$ cat src/rtl/pipe_pkg.sv
// Shared pipeline constants: hazard FSM state codes, the canonical NOP and
// a width helper for small saturating counters.
package pipe_pkg;

  localparam int REG_AW_DEF = 5;

  localparam logic [1:0] S_RUN      = 2'd0;
  localparam logic [1:0] S_MEM_WAIT = 2'd1;
  localparam logic [1:0] S_DRAIN    = 2'd2;

  // addi x0, x0, 0
  localparam logic [31:0] NOP_INSN = 32'h0000_0013;

  function automatic int cnt_w(input int max_val);
    return (max_val < 2) ? 1 : $clog2(max_val + 1);
  endfunction

endpackage

$ cat src/rtl/sat_counter.sv
// Up-counter that sticks at all ones. Clear together with increment loads 1,
// so a sequence can be started and its first cycle counted on the same edge.
module sat_counter #(
  parameter int W = 8
) (
  input  logic         i_clk,
  input  logic         i_rst_n,
  input  logic         i_inc,
  input  logic         i_clr,
  output logic [W-1:0] o_q
);

  logic [W-1:0] cnt_q, cnt_d;

  always_comb begin
    cnt_d = cnt_q;
    if (i_clr)                        cnt_d = i_inc ? W'(1) : '0;
    else if (i_inc && (cnt_q != '1))  cnt_d = cnt_q + W'(1);
  end

  always_ff @(posedge i_clk or negedge i_rst_n) begin
    if (!i_rst_n) cnt_q <= '0;
    else          cnt_q <= cnt_d;
  end

  assign o_q = cnt_q;

endmodule

$ cat src/rtl/hazard_ctrl.sv
// Stall/flush sequencer for the 5-stage pipe: load-use, taken branch, data
// memory wait and fence drain, with saturating perf counters.
module hazard_ctrl
  import pipe_pkg::*;
#(
  parameter int REG_AW    = REG_AW_DEF,
  parameter int CNT_W     = 32,
  parameter int DRAIN_CYC = 3,
  parameter int TIMEOUT   = 255
) (
  input  logic              i_clk,
  input  logic              i_rst_n,
  input  logic [REG_AW-1:0] i_id_rs1,
  input  logic [REG_AW-1:0] i_id_rs2,
  input  logic              i_id_use_rs1,
  input  logic              i_id_use_rs2,
  input  logic [REG_AW-1:0] i_ex_rd,
  input  logic              i_ex_memRead,
  input  logic              i_ex_branch_taken,
  input  logic              i_mem_req,
  input  logic              i_mem_ready,
  input  logic              i_drain_req,
  output logic              o_pc_hold,
  output logic              o_ifid_hold,
  output logic              o_ifid_flush,
  output logic              o_idex_bubble,
  output logic              o_stall_front,
  output logic              o_memwb_bubble,
  output logic              o_drain_done,
  output logic              o_mem_timeout,
  output logic [1:0]        o_state,
  output logic [CNT_W-1:0]  o_stall_cnt,
  output logic [CNT_W-1:0]  o_flush_cnt
);

  localparam int WAIT_W  = cnt_w(TIMEOUT);
  localparam int DRAIN_W = cnt_w(DRAIN_CYC);

  logic [1:0]         state_q, state_d;
  logic               pend_q, pend_d;
  logic               tmo_q, tmo_d;
  logic [WAIT_W-1:0]  wait_q;
  logic [DRAIN_W-1:0] drain_q;

  logic lu_hazard, mem_stall;
  logic pc_hold, ifid_hold, ifid_flush, idex_bubble, stall_front, memwb_bubble;
  logic drain_done, flush_inc, drain_go, drain_step;

  assign lu_hazard = i_ex_memRead && (i_ex_rd != '0) &&
                     ((i_id_use_rs1 && (i_id_rs1 == i_ex_rd)) ||
                      (i_id_use_rs2 && (i_id_rs2 == i_ex_rd)));

  // Once waiting, only ready releases the freeze; elsewhere a new request must be present.
  assign mem_stall = (state_q == S_MEM_WAIT) ? !i_mem_ready : (i_mem_req && !i_mem_ready);

  always_comb begin
    pc_hold      = 1'b0;
    ifid_hold    = 1'b0;
    ifid_flush   = 1'b0;
    idex_bubble  = 1'b0;
    stall_front  = 1'b0;
    memwb_bubble = 1'b0;
    drain_done   = 1'b0;
    flush_inc    = 1'b0;
    drain_go     = 1'b0;
    drain_step   = 1'b0;
    state_d      = state_q;
    pend_d       = pend_q;

    if (mem_stall) begin
      pc_hold      = 1'b1;
      ifid_hold    = 1'b1;
      stall_front  = 1'b1;
      memwb_bubble = 1'b1;
    end

    case (state_q)
      S_RUN: begin
        if (mem_stall) begin
          state_d = S_MEM_WAIT;
          pend_d  = pend_q | i_drain_req;
        end else if (i_ex_branch_taken) begin
          ifid_flush  = 1'b1;
          idex_bubble = 1'b1;
          flush_inc   = 1'b1;
          pend_d      = pend_q | i_drain_req;
        end else if (lu_hazard) begin
          pc_hold     = 1'b1;
          ifid_hold   = 1'b1;
          idex_bubble = 1'b1;
          pend_d      = pend_q | i_drain_req;
        end else if (i_drain_req || pend_q) begin
          pc_hold     = 1'b1;
          ifid_hold   = 1'b1;
          idex_bubble = 1'b1;
          drain_go    = 1'b1;
          pend_d      = 1'b0;
          state_d     = S_DRAIN;
        end
      end
      S_MEM_WAIT: begin
        pend_d = pend_q | i_drain_req;
        if (!mem_stall) state_d = S_RUN;
      end
      S_DRAIN: begin
        // A memory stall freezes the drain; the bubble count resumes afterwards.
        if (!mem_stall) begin
          pc_hold     = 1'b1;
          ifid_hold   = 1'b1;
          idex_bubble = 1'b1;
          if (drain_q == DRAIN_W'(DRAIN_CYC)) begin
            drain_done = 1'b1;
            state_d    = S_RUN;
          end else begin
            drain_step = 1'b1;
          end
        end
      end
      default: state_d = S_RUN;
    endcase
  end

  assign tmo_d = tmo_q | (mem_stall && (wait_q == WAIT_W'(TIMEOUT - 1)));

  always_ff @(posedge i_clk or negedge i_rst_n) begin
    if (!i_rst_n) begin
      state_q <= S_RUN;
      pend_q  <= 1'b0;
      tmo_q   <= 1'b0;
    end else begin
      state_q <= state_d;
      pend_q  <= pend_d;
      tmo_q   <= tmo_d;
    end
  end

  sat_counter #(.W(CNT_W)) u_stall_cnt (
    .i_clk(i_clk), .i_rst_n(i_rst_n), .i_inc(pc_hold), .i_clr(1'b0), .o_q(o_stall_cnt)
  );

  sat_counter #(.W(CNT_W)) u_flush_cnt (
    .i_clk(i_clk), .i_rst_n(i_rst_n), .i_inc(flush_inc), .i_clr(1'b0), .o_q(o_flush_cnt)
  );

  sat_counter #(.W(WAIT_W)) u_wait_cnt (
    .i_clk(i_clk), .i_rst_n(i_rst_n), .i_inc(mem_stall), .i_clr(!mem_stall), .o_q(wait_q)
  );

  sat_counter #(.W(DRAIN_W)) u_drain_cnt (
    .i_clk(i_clk), .i_rst_n(i_rst_n), .i_inc(drain_go | drain_step),
    .i_clr(state_q != S_DRAIN), .o_q(drain_q)
  );

  // Control strobes are forced low while reset is asserted.
  assign o_pc_hold      = i_rst_n & pc_hold;
  assign o_ifid_hold    = i_rst_n & ifid_hold;
  assign o_ifid_flush   = i_rst_n & ifid_flush;
  assign o_idex_bubble  = i_rst_n & idex_bubble;
  assign o_stall_front  = i_rst_n & stall_front;
  assign o_memwb_bubble = i_rst_n & memwb_bubble;
  assign o_drain_done   = i_rst_n & drain_done;
  assign o_mem_timeout  = tmo_q;
  assign o_state        = state_q;

endmodule

$ cat config.mk
export PLATFORM = sky130hd
export DESIGN_NAME = hazard_ctrl
export DESIGN_NICKNAME = d
export VERILOG_FILES = /design/src/rtl/pipe_pkg.sv /design/src/rtl/sat_counter.sv /design/src/rtl/hazard_ctrl.sv
export SDC_FILE = /design/constraint.sdc
export NUM_CORES = 1
export LEC_CHECK = 0
export CAP_MARGIN = 0
export CORE_MARGIN = 4
export CORE_UTILIZATION = 30
export DETAILED_ROUTE_END_ITERATION = 8
export SLEW_MARGIN = 20
export SYNTH_ARGS = -nofsm -noshare
export SYNTH_HDL_FRONTEND = slang
export SYNTH_SLANG_ARGS = --single-unit
export TNS_END_PERCENT = 30
$ cat constraint.sdc
create_clock -name i_clk -period 2.6 [get_ports i_clk]
set_input_delay 0.26 -clock i_clk [delete_from_list [all_inputs] [get_ports i_clk]]
set_output_delay 0.26 -clock i_clk [all_outputs]
set_load 0.01 [all_outputs]
==> impl.org <==
** Run status
- The flow ran to the end, and the final reports show no timing, DRC or antenna violations.

** Setup path
- The critical path is of the primary input to output pin type.
- The worst setup path is captured at an output pin.
- Arrival time worst endpoint :: 2.24 ns
- Along the worst path, the maximum fanout reaches 4.
- Crit-path slowest cell :: or4_1
- Critical path, cell by cell :: clkdlybuf4s50_1 > or4_1 > o21a_1 > a31oi_1 > nor2_1 > clkdlybuf4s50_1
- Startpoint class of the critical path :: primary input
- Cell occurring most often along the worst timing path :: clkdlybuf4s50_1
- Data required time at the worst endpoint :: 2.34 ns
- The largest single stage delay on the critical path is 0.54 ns.

** Global route
- All-Layer GR Usage :: 0.134
- The initial antenna violation count was 0.
- Wire length of the first global-routing pass :: 16,100 µm
- For this run the aggregate overflow at the end of global routing stands at 0.
- Entering global routing, the biggest net connects 79 pins.
- The via count of the first global-routing pass is 3,272.

** Detailed routing
- Dividing the detail-routed via count by the number of cells gives 4.86.
- Iteration count of the initial detailed-routing pass :: 4
- The detailed router placed 3,288 vias in this run.
- Drt drc :: 0
- Wires add up to 9690 µm.
- Once detail routing completed, the nets flagged for antenna violations numbered 0.
- Routed wirelength normalized by instance count :: 14.3 µm
- Number of DRC violations after detailed-routing iteration 0 :: 185

** Layout
- Antenna fix cells :: 0
- Number of nets in the finished design :: 531
- The layout has 1,286 filler cells.
- In the final layout, the share of cells above drive strength 1 is 0.0794.
- Area Growth Syn to Fin :: 38.3%

** Clock network
- The cell sitting at the root of the clock tree is a clkbuf_16.
- CTS saw 78 sinks.
- Clock-pin slew was measured on the worst setup and hold paths at 0.05 ns.
- Total CTS buffers :: 9
- Deepest level of the CTS H-tree :: 3
- The clock passes through at most 2 buffers.
- Clock tree from TritonCTS :: built
- Clock latency on the worst-skew pair, taken at its later pin, is 0.33 ns.
- Count of hold-fix buffers inserted at cts :: 0

** Power and ir drop
- Maximum ir drop on the vdd rail :: 0.000415 V
- Leakage :: 2.42 nW
- Power density over the cells :: 662 nW/µm²

** Die
- Full die area :: 15,200 µm²
- The core region is 12,800 µm².
- DIE WIDTH :: 123 µm
- For this configuration, the core starts out at a cell density of 0.311.
- From bottom edge to top edge, the die measures 123 µm.
- 98 I/O pins were placed.
- After floorplanning, the core was divided into 41 placement rows.

** Job
- The tool flagged a number of max-cap violations equal to 0.

** Logic synthesis
- Ys Warns :: 0
- Summing every instance area after synthesis gives 3990 µm².
- The cell count after synthesis came out at 387.
- Of all flip-flops after synthesis, the portion carrying an async set or reset was 1.00.
- The synthesized design contains 0 enable-type register cells.
- After synthesis the netlist holds a flip-flop and latch count of 78.
- Distinct cells, synth :: 43
- Of the synthesized area, sequential elements account for 0.490.
- Post-Synthesis Net Count :: 416
- A synthesized cell averages 10.3 µm².
- Primary flip-flop cell chosen by synthesis mapping :: dfrtp_1

** STA
- Setup repair after global routing could not meet its margin everywhere.
- In the finished design, the share of the clock period the worst path needs comes to 0.960.
- Count of pins over their slew limit :: 0
- Max-Slew Margin vs Limit :: 0.509
- Slew at the pin closest to its max-slew limit :: 0.736 ns
- Time the worst path needs with I/O delays and setup :: 2.50 ns
- Worst Setup Slack, final :: 0.103 ns
- The clock arrives with 0.00558 ns of skew.
- The count of endpoints failing hold in the final timing report came to 0.
- After routing, the total negative slack on setup checks comes to 0 ns.
- Achievable frequency :: 400 MHz
- Final setup violation count :: 0

** Hold path
- Classification of the worst-slack hold path :: primary input to async pin

** Placed design
- Routability-driven placement finished with a final weighted congestion of 0.839.
- Detailed placement finished with a half-perimeter wire length of 7090 µm.
- Pre-CTS setup slack :: 0.0229 ns
- IO Port Bufs :: 97
## metrics by stage
step | util | std cells | power, mW | hold slack (ns) | cell area, µm²
final | 0.430 | 676 | 3.65 | 0.0328 | 5510
after global routing | 0.430 | 676 | 3.87 | 0.129 | 5510
after CTS | 0.427 | 673 | 3.69 | 0.238 | 5470
after detailed placement | 0.406 | 660 | 2.52 | 0.478 | 5210
after global placement | 0.406 | 660 | 2.50 | 0.470 | 5210
after floorplan | - | 387 | 2.05 | -0.0356 | 3990
## logic make-up (layout without fill, tap and decap cells)
kind of cell,Yosys count,count (layout),share of synthesized area
flops,78,78,0.490
compound gates,30,30,0.0556
fa+ha+maj,5,5,0.0157
simple gates,174,174,0.235
xor+xnor,78,78,0.171
mux,2,2,0.00659
buf+inv,20,137,0.0264
## layout make-up
cell class / count / area (µm²) / share of cell area
Clock buffer: 12 / 256 / 0.0465
Clock inverter: 1 / 7.51 / 0.00136
Inverter: 13 / 48.8 / 0.00886
Multi-Input combinational cell: 289 / 1930 / 0.351
Sequential cell: 78 / 1950 / 0.354
Tap cell: 172 / 215 / 0.0391
Timing Repair Buffer: 111 / 1090 / 0.199
## state kept, by name, summed over array words and instances (netlist names)
| register | cells |
|---|---|
| u_wait_cnt.o_q | 8 |
| u_stall_cnt.o_q | 32 |
| o_state | 2 |
| u_drain_cnt.o_q | 2 |
| o_mem_timeout | 1 |
| pend_q | 1 |
| u_flush_cnt.o_q | 32 |
## path summary, 6_finish.rpt
path	from	endpoint	cells past startpoint	slack, ns
min in group i_clk	o_mem_timeout	o_mem_timeout	1	0.49
setup reg to reg	u_stall_cnt.o_q[0]	u_stall_cnt.o_q[26]	8	0.25
max in group asynchronous	i_rst_n	o_state[0]	2	1.98
hold reg to reg	o_mem_timeout	o_mem_timeout	1	0.49
hold / removal	i_rst_n	u_stall_cnt.o_q[31]	2	0.03
setup / recovery	i_ex_rd[1]	o_pc_hold	6	0.10
## synth_stat cells, types with 3 or more instances
| master | number | area share |
|---|---|---|
| nor4_1 | 7 | 0.011 |
| nor3_2 | 4 | 0.010 |
| nor2_1 | 34 | 0.032 |
| o21ai_0 | 3 | 0.0038 |
| nand4_1 | 24 | 0.038 |
| ha_1 | 5 | 0.016 |
| and4_1 | 10 | 0.022 |
| nand3_1 | 28 | 0.035 |
| xor2_1 | 34 | 0.075 |
| dfrtp_1 | 78 | 0.49 |
| inv_1 | 13 | 0.012 |
| clkbuf_1 | 3 | 0.0028 |
| xnor2_1 | 44 | 0.097 |
| and3_1 | 12 | 0.019 |
| nand2_1 | 25 | 0.024 |
| a31oi_1 | 5 | 0.0078 |
| a21oi_1 | 6 | 0.0075 |
| nor3_1 | 16 | 0.020 |
## metal layers
metal | wire length [µm] | up-vias | track usage
met5 | 0 | - | 0
met4 | 118 | 0 | 0.0401
met3 | 645 | 12 | 0.0476
met2 | 4420 | 78 | 0.211
met1 | 4510 | 1603 | 0.172
li1 | - | 1595 | -
## worst max-delay path: cells and delay by family
kind | cells | cell delay (ns)
AOI/OAI and AO/OA | 2 | 0.42
buffers and inverters | 2 | 0.95
and+or+nand+nor | 2 | 0.61
## where the power goes
group          internal, mW  switching [mW]  total, mW
combinational         0.525           0.471      0.997
clock                 0.682           0.458       1.14
sequential             1.35           0.159       1.51
total                  2.56            1.09       3.65
## cells in the final DEF (no fill, tap or decap), types with 2 or more instances in the layout
cell type         n
a211oi_1          2
a21oi_1           6
a31oi_1           5
and3_1           12
and4_1           10
buf_4            13
clkbuf_16         9
clkbuf_8          2
clkdlybuf4s50_1  94
dfrtp_1          77
dlymetal6s2s_1    2
ha_1              5
inv_1            13
nand2_1          25
nand2b_1          2
nand3_1          28
nand4_1          24
nor2_1           34
nor2b_1           2
nor3_1           16
nor3_2            4
nor4_1            7
nor4b_1           2
o211a_1           2
o21a_1            2
o21ai_0           3
o31ai_1           2
or2_2             2
or3_1             2
xnor2_1          44
xor2_1           34
## repair_timing
action / CTS / global route
buffers inserted: 0 / 3
resized for setup: 0 / 4
endpoints found under the setup margin: 0 / 4
(Power assumes the default switching activity.)
